==> src/rtl/sd_req_arbiter.sv <==
// Arbitrates floppy A/B (ch0/1) and ACSI 0/1 (ch2/3) sector requests onto one SD card port.
// One request is latched at a time; card handshakes are routed back to the granted channel only.
module sd_req_arbiter #(
    parameter int TIMEOUT_W = 24,
    parameter bit RR_EN     = 1'b1
) (
    input  logic        clk_32,
    input  logic        reset,
    input  logic [3:0]  req_rd,
    input  logic [3:0]  req_wr,
    input  logic [31:0] fdc_lba,
    input  logic [31:0] acsi_lba,
    input  logic [7:0]  fdc_din,
    input  logic [7:0]  acsi_din,
    output logic [31:0] sd_lba,
    output logic        sd_rd,
    output logic        sd_wr,
    output logic [7:0]  sd_din,
    input  logic        sd_busy,
    input  logic        sd_done,
    input  logic        sd_dout_strobe,
    output logic [3:0]  ch_ack,
    output logic [3:0]  ch_strobe,
    output logic [3:0]  ch_done,
    output logic [3:0]  ch_timeout,
    output logic        is_acsi
);

    typedef enum logic [1:0] {
        S_IDLE,
        S_ISSUE,
        S_BUSY,
        S_WAIT
    } state_t;

    localparam logic [TIMEOUT_W-1:0] WDOG_LAST = ~TIMEOUT_W'(1);

    state_t               state;
    logic [1:0]           grant;
    logic [1:0]           rr_ptr;
    logic                 dir_wr;
    logic [TIMEOUT_W-1:0] wdog;

    logic [3:0] req_any;
    logic [3:0] grant_oh;
    logic [1:0] winner;
    logic [1:0] cand;
    logic       req_found;
    logic       grant_req;
    logic       wdog_expire;

    assign req_any     = req_rd | req_wr;
    assign grant_oh    = 4'b0001 << grant;
    assign grant_req   = dir_wr ? req_wr[grant] : req_rd[grant];
    // Fires one cycle early so the registered pulse lands after exactly 2^TIMEOUT_W-1 cycles.
    assign wdog_expire = (wdog == WDOG_LAST);

    // NOTE: every always_comb output gets a default first, so no path can infer a latch.
    always_comb begin
        winner    = 2'd0;
        req_found = 1'b0;
        cand      = 2'd0;
        for (int i = 0; i < 4; i++) begin
            cand = RR_EN ? rr_ptr + 2'(i) : 2'(i);
            if (!req_found && req_any[cand]) begin
                winner    = cand;
                req_found = 1'b1;
            end
        end
    end

    assign ch_ack    = (state == S_BUSY && sd_busy)        ? grant_oh : 4'b0000;
    assign ch_strobe = (state == S_BUSY && sd_dout_strobe) ? grant_oh : 4'b0000;
    assign sd_din    = is_acsi ? acsi_din : fdc_din;

    // NOTE: all state here uses non-blocking assignments so every register samples pre-edge values.
    always_ff @(posedge clk_32 or posedge reset) begin
        if (reset) begin
            state      <= S_IDLE;
            grant      <= 2'd0;
            rr_ptr     <= 2'd0;
            dir_wr     <= 1'b0;
            wdog       <= '0;
            sd_lba     <= 32'd0;
            sd_rd      <= 1'b0;
            sd_wr      <= 1'b0;
            is_acsi    <= 1'b0;
            ch_done    <= 4'b0000;
            ch_timeout <= 4'b0000;
        end else begin
            ch_done    <= 4'b0000;
            ch_timeout <= 4'b0000;
            case (state)
                S_IDLE: begin
                    if (req_found) begin
                        grant   <= winner;
                        is_acsi <= winner[1];
                        sd_lba  <= winner[1] ? acsi_lba : fdc_lba;
                        dir_wr  <= !req_rd[winner];
                        sd_rd   <= req_rd[winner];
                        sd_wr   <= !req_rd[winner];
                        wdog    <= '0;
                        state   <= S_ISSUE;
                    end
                end
                S_ISSUE: begin
                    wdog <= wdog + TIMEOUT_W'(1);
                    if (sd_done) begin
                        // Card finished without ever showing busy: complete in one step.
                        sd_rd   <= 1'b0;
                        sd_wr   <= 1'b0;
                        ch_done <= grant_oh;
                        rr_ptr  <= grant + 2'd1;
                        state   <= S_WAIT;
                    end else if (sd_busy) begin
                        sd_rd <= 1'b0;
                        sd_wr <= 1'b0;
                        state <= S_BUSY;
                    end else if (!grant_req) begin
                        sd_rd <= 1'b0;
                        sd_wr <= 1'b0;
                        state <= S_IDLE;
                    end else if (wdog_expire) begin
                        sd_rd      <= 1'b0;
                        sd_wr      <= 1'b0;
                        ch_timeout <= grant_oh;
                        state      <= S_WAIT;
                    end
                end
                S_BUSY: begin
                    wdog <= wdog + TIMEOUT_W'(1);
                    if (sd_done) begin
                        ch_done <= grant_oh;
                        rr_ptr  <= grant + 2'd1;
                        state   <= S_WAIT;
                    end else if (wdog_expire) begin
                        ch_timeout <= grant_oh;
                        state      <= S_WAIT;
                    end
                end
                S_WAIT: begin
                    if (!sd_busy && !grant_req) begin
                        state <= S_IDLE;
                    end
                end
                default: state <= S_IDLE;
            endcase
        end
    end

endmodule

==> config.mk <==
export PLATFORM = sky130hd
export DESIGN_NAME = sd_req_arbiter
export DESIGN_NICKNAME = d
export VERILOG_FILES = /design/src/rtl/sd_req_arbiter.sv
export SDC_FILE = /design/constraint.sdc
export NUM_CORES = 1
export LEC_CHECK = 0
export BUFFER_PORTS_ARGS = -buffer_cell sky130_fd_sc_hd__buf_4
export CAP_MARGIN = 0
export CORE_UTILIZATION = 32
export CTS_CLUSTER_DIAMETER = 80
export CTS_CLUSTER_SIZE = 25
export DETAILED_ROUTE_END_ITERATION = 8
export PLACE_DENSITY = 0.66
export SETUP_SLACK_MARGIN = 0.4
export SLEW_MARGIN = 20
export SYNTH_ARGS = -nofsm -noshare
export SYNTH_HDL_FRONTEND = slang
export SYNTH_SLANG_ARGS = --single-unit
export TNS_END_PERCENT = 5
==> constraint.sdc <==
create_clock -name clk_32 -period 3.3 [get_ports clk_32]
set_clock_uncertainty 0.05 [all_clocks]
set_input_delay 0.165 -clock clk_32 [delete_from_list [all_inputs] [get_ports clk_32]]
set_output_delay 0.165 -clock clk_32 [all_outputs]
set_load 0.02 [all_outputs]
==> metrics, run 1 <==
net count of the mapped netlist 490; number of buffers inserted by port buffering 151; leftover overflow at the end of global routing 0; crit path launch type flip-flop; Mean Syn Cell Area 9.96 µm²; number of buffers created by CTS 9; Internal 2.64 mW; violated checks DRC; class of the tightest hold or removal check in -> reg; shortest clock period the worst path allows after layout 2.64 ns; # H-tree levels 3; die height 111 µm; clock-pin slew on the worst setup and hold paths 0.07 ns; area leader, netlist sky130_fd_sc_hd__dfrtp_1; Net Sw Power 1.85 mW; average via count per standard cell 4.91; achievable clock frequency 379 MHz; transition time at the pin with the least slew margin 0.710 ns; clock tree from TritonCTS built; data required time of the worst path 3.50 ns; via count of the first global-routing pass 3381; top fanout value on the critical path 14; RD Place Congestion 0.823; startpoint-to-endpoint class of the critical path reg -> reg; worst max-slew margin expressed relative to the limit 52.2%; Worst Path Arrival 2.84 ns; share of synthesized area occupied by flip-flops and latches 47.6%; Clock Sink Count 73; Pre-antenna DRT Iters 7; via count 3358; switching power as a share of total power 41.2%; largest net degree at the start of global routing 53; Distinct cells, synth 43; Layout Cells excl Fill 684; async set or reset register ratio after synthesis 100%; power share of the combinational group 47.4%; latest clock arrival within the worst-skew pair 0.33 ns; overall power 4.49 mW; CTS max path bufs 2; number of failing hold endpoints at the final stage 0; setup repair after global routing missed its margin no; core area 11600 µm²; final worst path period share 79.9%; DP Cell Count 667; detailed-route wire length 9.32 mm; Die Area 12400 µm²; summed instance area of the synthesized netlist 3840 µm²; portion of synthesized cell area occupied by the leading cell type 47.6%; first-pass GRT wire length 15.8 mm; most frequent cells after synthesis sky130_fd_sc_hd__dfrtp_1 (73), sky130_fd_sc_hd__nand2_1 (57), sky130_fd_sc_hd__o21ai_0 (36); ratio of total power to cell area 827 nW/µm²; routed wirelength normalized by instance count 13.6 µm; DRC violations left 5; ranking of synthesized cells by area sky130_fd_sc_hd__dfrtp_1 (48%), sky130_fd_sc_hd__mux2i_1 (8.6%), sky130_fd_sc_hd__nand2_1 (5.6%), sky130_fd_sc_hd__o21ai_0 (4.7%), sky130_fd_sc_hd__ha_1 (3.9%); critical path capture point type flip-flop; most frequently used flop master after synthesis sky130_fd_sc_hd__dfrtp_1; total of endpoints with negative setup slack in the final report 0; effective utilization at floorplan 33.2%; ports placed on the boundary 152; Post-layout nets 641; Detailed Route Iter0 Violations 108; count of state elements after synthesis 73; status complete, but fails checks; Ant. Diodes 0; most frequent cell after synthesis sky130_fd_sc_hd__dfrtp_1; sequential power share 31.2%; overall fraction of global-route tracks in use 15.6%; fraction of layout instances using a drive strength above 1 36.0%; Clock power frac 21.4%; detailed placement HPWL 7.00 mm; number of core rows 39; total leakage power 2.69 nW; number of synthesis warnings 0; Clock Tree Root sky130_fd_sc_hd__clkbuf_16; maximum capacitance violations 0; max-slew violation total from the final report 0; Area growth syn-to-layout 41.7%; Max VDD drop 0.472 mV; post-synthesis cell count 385; count of nets left with antenna violations after detail routing 0; number of flops mapped to enable cells by yosys 0; post-route setup TNS 0 ns; Die W 111 µm; final worst hold slack 0.0495 ns; number of antenna violations at the first check in global routing 0
-- cell usage in the layout, fill, tap and decap left out, types with 3 or more instances in the layout --
master,count
sky130_fd_sc_hd__o21ai_0,36
sky130_fd_sc_hd__inv_6,4
sky130_fd_sc_hd__clkbuf_16,9
sky130_fd_sc_hd__nand4_1,6
sky130_fd_sc_hd__o31ai_1,5
sky130_fd_sc_hd__o21a_1,4
sky130_fd_sc_hd__or3_1,4
sky130_fd_sc_hd__a21oi_1,5
sky130_fd_sc_hd__inv_1,8
sky130_fd_sc_hd__ha_1,11
sky130_fd_sc_hd__xor2_1,12
sky130_fd_sc_hd__buf_4,156
sky130_fd_sc_hd__nand3_1,8
sky130_fd_sc_hd__nor4_2,3
sky130_fd_sc_hd__nand2_1,56
sky130_fd_sc_hd__and3_1,13
sky130_fd_sc_hd__nor3_1,4
sky130_fd_sc_hd__nor2_1,22
sky130_fd_sc_hd__and2_1,7
sky130_fd_sc_hd__dfrtp_1,73
sky130_fd_sc_hd__nor2b_1,3
sky130_fd_sc_hd__mux2i_1,33
sky130_fd_sc_hd__mux2_2,12
sky130_fd_sc_hd__o21ai_1,14
sky130_fd_sc_hd__and4_1,3
-- final cells by class --
cell class	instances	area, µm²
Fill cell	1080	6130
Multi-Input combinational cell	286	1920
Sequential cell	73	1830
Timing Repair Buffer	157	1180
Clock buffer	9	225
Tap cell	143	179
Clock inverter	7	66.3
Inverter	9	33.8
-- per-layer routing --
| metal | GRT usage (%) | up-vias | share of wire, % |
|---|---|---|---|
| li1 | - | 1666 | - |
| met1 | 18.6 | 1575 | 44 |
| met2 | 27.0 | 108 | 50 |
| met3 | 4.30 | 9 | 5.6 |
| met4 | 5.23 | 0 | 1.3 |
| met5 | 0 | - | 0 |
-- through the flow --
stage          setup WS, ns  area, µm²  util (%)
2_1_floorplan          1.06       3840         -
5_1_grt               0.485       5430      47.0
6_report              0.663       5430      47.0
3_3_place_gp          0.653       5130      44.3
3_5_place_dp          0.497       5130      44.3
4_1_cts               0.485       5430      46.9
-- cell families after synthesis --
group	share of synthesized area [%]
xor+xnor	3.20
flops	47.6
simple gates	17.9
compound gates	11.4
fa+ha+maj	3.91
mux	13.3
buf+inv	2.71
-- worst paths after layout --
check	from	end	slack (ns)	depth (start not counted)
worst max-delay path	state[1]	wdog[16]	0.66	7
worst min-delay path	fdc_lba[16]	sd_lba[16]	0.05	3
worst max register to register	state[1]	wdog[16]	0.66	7
worst min register to register	sd_lba[2]	sd_lba[2]	0.43	2
max in group asynchronous	reset	ch_done[1]	1.81	4
min in group asynchronous	reset	sd_lba[10]	0.35	3
-- sequential cells by signal (all words and copies together), names as in the netlist --
register    cells
rr_ptr          2
sd_rd           1
is_acsi         1
state           2
ch_timeout      4
sd_wr           1
sd_lba         32
ch_done         4
dir_wr          1
grant           1
wdog           24
-- power by group through the flow --
stage / clock network [mW] / registers, mW / logic [mW]
floorplan: 0 / 1.63 / 1.15
global placement: 0 / 1.40 / 2.10
detailed placement: 0 / 1.41 / 2.16
CTS: 0.986 / 1.40 / 2.15
global route: 1.02 / 1.45 / 2.34
finish: 0.960 / 1.40 / 2.13
-- timing repair --
action	CTS	global route
endpoints found under the setup margin	0	3
buffers inserted	0	0
resized for setup	0	2
hold buffers	1	0
hold endpoints to repair	21	0
-- worst max-delay path: stages (launching register included) --
cell and delay (ns):
sky130_fd_sc_hd__dfrtp_1 0.39, sky130_fd_sc_hd__inv_1 0.11, sky130_fd_sc_hd__ha_2 0.48, sky130_fd_sc_hd__nor2_1 0.06, sky130_fd_sc_hd__a41o_1 0.35, sky130_fd_sc_hd__or4_4 0.64
sky130_fd_sc_hd__or3_1 0.32, sky130_fd_sc_hd__a21oi_1 0.17
No activity file was read; power rests on OpenSTA's default activity.
==> run 2, diff against run 1 <==
- PLACE_DENSITY: 0.66 -> 0.68
- clock period: 3.3 -> 2.2 ns (I/O delays scaled with it)
==> metrics, run 2 (synthesized netlist as in run 1, its figures left out) <==
worst hold path cell count 3; final worst path period share 93.3%; achievable clock frequency 487 MHz; critical path's slowest cell sky130_fd_sc_hd__or4_4; number of fill cells 1068; Die W 111 µm; footprint of the multi-input gates 1960 µm²; crit path launch type flip-flop; flip-flop and latch area 1830 µm²; leftover overflow at the end of global routing 0; overall power 6.81 mW; shortest clock period the worst path allows after layout 2.05 ns; startpoint-to-endpoint class of the critical path reg -> reg; clock-pin slew on the worst setup and hold paths 0.06 ns; worst max-slew margin expressed relative to the limit 53.6%; die height 111 µm; Area growth syn-to-layout 45.3%; routed wirelength normalized by instance count 13.7 µm; transition time at the pin with the least slew margin 0.695 ns; effective utilization at floorplan 33.2%; setup repair after global routing missed its margin yes; sequential power share 30.2%; critical path capture point type flip-flop; status complete, but fails checks; first-pass GRT wire length 16.1 mm; Detailed Route Iter0 Violations 128; RD Place Congestion 0.806; Pre-antenna DRT Iters 9; top flop regs sd_lba: 32 flops, wdog: 24 flops; data required time of the worst path 2.40 ns; number of buffers inserted by port buffering 151; detailed-route wire length 9.48 mm; fraction of layout instances using a drive strength above 1 38.1%; number of buffers created by CTS 9; core area 11600 µm²; top fanout value on the critical path 8; Die Area 12400 µm²; Clock Tree Root sky130_fd_sc_hd__clkbuf_16; largest register by flop count sd_lba; # H-tree levels 3; DRC violations left 10; total of endpoints with negative setup slack in the final report 0; Worst Path Arrival 2.25 ns; number of antenna violations at the first check in global routing 0; number of buffer and inverter instances along the worst setup path 1; class of the tightest hold or removal check in -> reg; flip-flop count of the largest register, all copies and words added 32; Crit path depth 7; maximum single-stage delay on the critical path 0.48 ns; ports placed on the boundary 152; commonest non-fill, non-tap cells in the layout sky130_fd_sc_hd__buf_4 (162), sky130_fd_sc_hd__dfrtp_1 (72), sky130_fd_sc_hd__nand2_1 (56); number of core rows 39; final worst hold slack 0.0113 ns; number of failing hold endpoints at the final stage 0; latest clock arrival within the worst-skew pair 0.32 ns; via count 3349; Max VDD drop 0.606 mV; switching power as a share of total power 40.4%; most common cell after layout, fill and taps aside sky130_fd_sc_hd__buf_4; Net Sw Power 2.75 mW; Clock power frac 19.3%; average via count per standard cell 4.83; Ant. Diodes 0; power share of the combinational group 50.5%; max-slew violation total from the final report 0; Critical Path, Cell by Cell inv_2 -> ha_4 -> nor2_1 -> a41o_1 -> or4_4 -> or3_1 -> a21oi_2; ratio of total power to cell area 1220 nW/µm²; Clock Sink Count 73; Internal 4.06 mW; total leakage power 2.74 nW; count of nets left with antenna violations after detail routing 0; clock tree from TritonCTS built; delay-heaviest family, CP simple AND/OR/NAND/NOR gates; CTS max path bufs 2; violated checks DRC; overall fraction of global-route tracks in use 16.2%; largest net degree at the start of global routing 74; Post-layout nets 652; Register-to-Register Path Depth 7; maximum capacitance violations 0; via count of the first global-routing pass 3389; detailed placement HPWL 7.15 mm
-- run 2: cell types whose count changed in the layout (fill, tap and decap cells not counted), moves of 2 or more --
cell | previous run | this run
sky130_fd_sc_hd__buf_12 | 0 | 3
sky130_fd_sc_hd__buf_4 | 156 | 162
sky130_fd_sc_hd__clkinv_2 | 0 | 2
sky130_fd_sc_hd__clkinvlp_4 | 0 | 2
sky130_fd_sc_hd__dlygate4sd3_1 | 1 | 3
sky130_fd_sc_hd__inv_1 | 8 | 6
sky130_fd_sc_hd__inv_2 | 1 | 3
sky130_fd_sc_hd__inv_6 | 4 | 2
sky130_fd_sc_hd__inv_8 | 2 | 0
-- run 2: area by class of cell --
| class | instances | area share, % |
|---|---|---|
| multi-input cells | 286 | 35.1 |
| clock buffers | 9 | 4.04 |
| well taps | 143 | 3.21 |
| inverters | 9 | 0.606 |
| flip-flops and latches | 73 | 32.8 |
| repair buffers | 168 | 23.4 |
| clock inverters | 6 | 0.763 |
-- run 2: per-layer routing --
metal / vias to the layer above / part of all wire (%) / global-route usage, %
met3: 13 / 5.5 / 4.25
met5: - / 0 / 0
li1: 1687 / - / -
met2: 110 / 49 / 26.9
met1: 1539 / 44 / 20.2
met4: 0 / 1.4 / 5.68
-- run 2: worst register-to-register path, cell delays in order, from the launching register on --
cell and delay, ns:
sky130_fd_sc_hd__dfrtp_1 0.36, sky130_fd_sc_hd__inv_2 0.08, sky130_fd_sc_hd__ha_4 0.27, sky130_fd_sc_hd__nor2_1 0.03
sky130_fd_sc_hd__a41o_1 0.25, sky130_fd_sc_hd__or4_4 0.48, sky130_fd_sc_hd__or3_1 0.34, sky130_fd_sc_hd__a21oi_2 0.12
-- run 2: timing repair --
item	CTS	global route
cloned	0	0
buffers inserted	3	0
hold endpoints to repair	75	0
pin swaps	2	0
hold buffers	3	0
gates resized for setup	4	3
endpoints found under the setup margin	25	35
-- run 2: stage by stage --
stage	setup TNS, ns	std cells	worst slack (ns)	area, µm²	utilization (%)
2_1_floorplan	0	385	0.145	3850	-
3_3_place_gp	0	673	0.0904	5220	45.1
3_5_place_dp	-0.0516	673	-0.0249	5220	45.1
4_1_cts	0	694	0.149	5560	48.1
5_1_grt	0	694	0.0559	5570	48.2
6_report	0	694	0.147	5570	48.2
-- run 2: final timing paths --
check | from | endpoint | slack [ns]
max in group asynchronous | reset | wdog[9] | 1.42
hold reg to reg | sd_lba[22] | sd_lba[22] | 0.43
hold / removal | acsi_lba[25] | sd_lba[25] | 0.01
setup reg to reg | state[0] | wdog[22] | 0.15
setup / recovery | state[0] | wdog[22] | 0.15
min in group asynchronous | reset | sd_lba[12] | 0.38
-- run 2: power by group through the flow --
stage	clock, mW	combinational, mW	sequential, mW
after CTS	1.35	3.47	2.06
after global placement	0	3.33	2.07
after floorplan	0	1.74	2.45
after detailed placement	0	3.41	2.08
after global routing	1.42	3.77	2.12
final	1.31	3.44	2.06
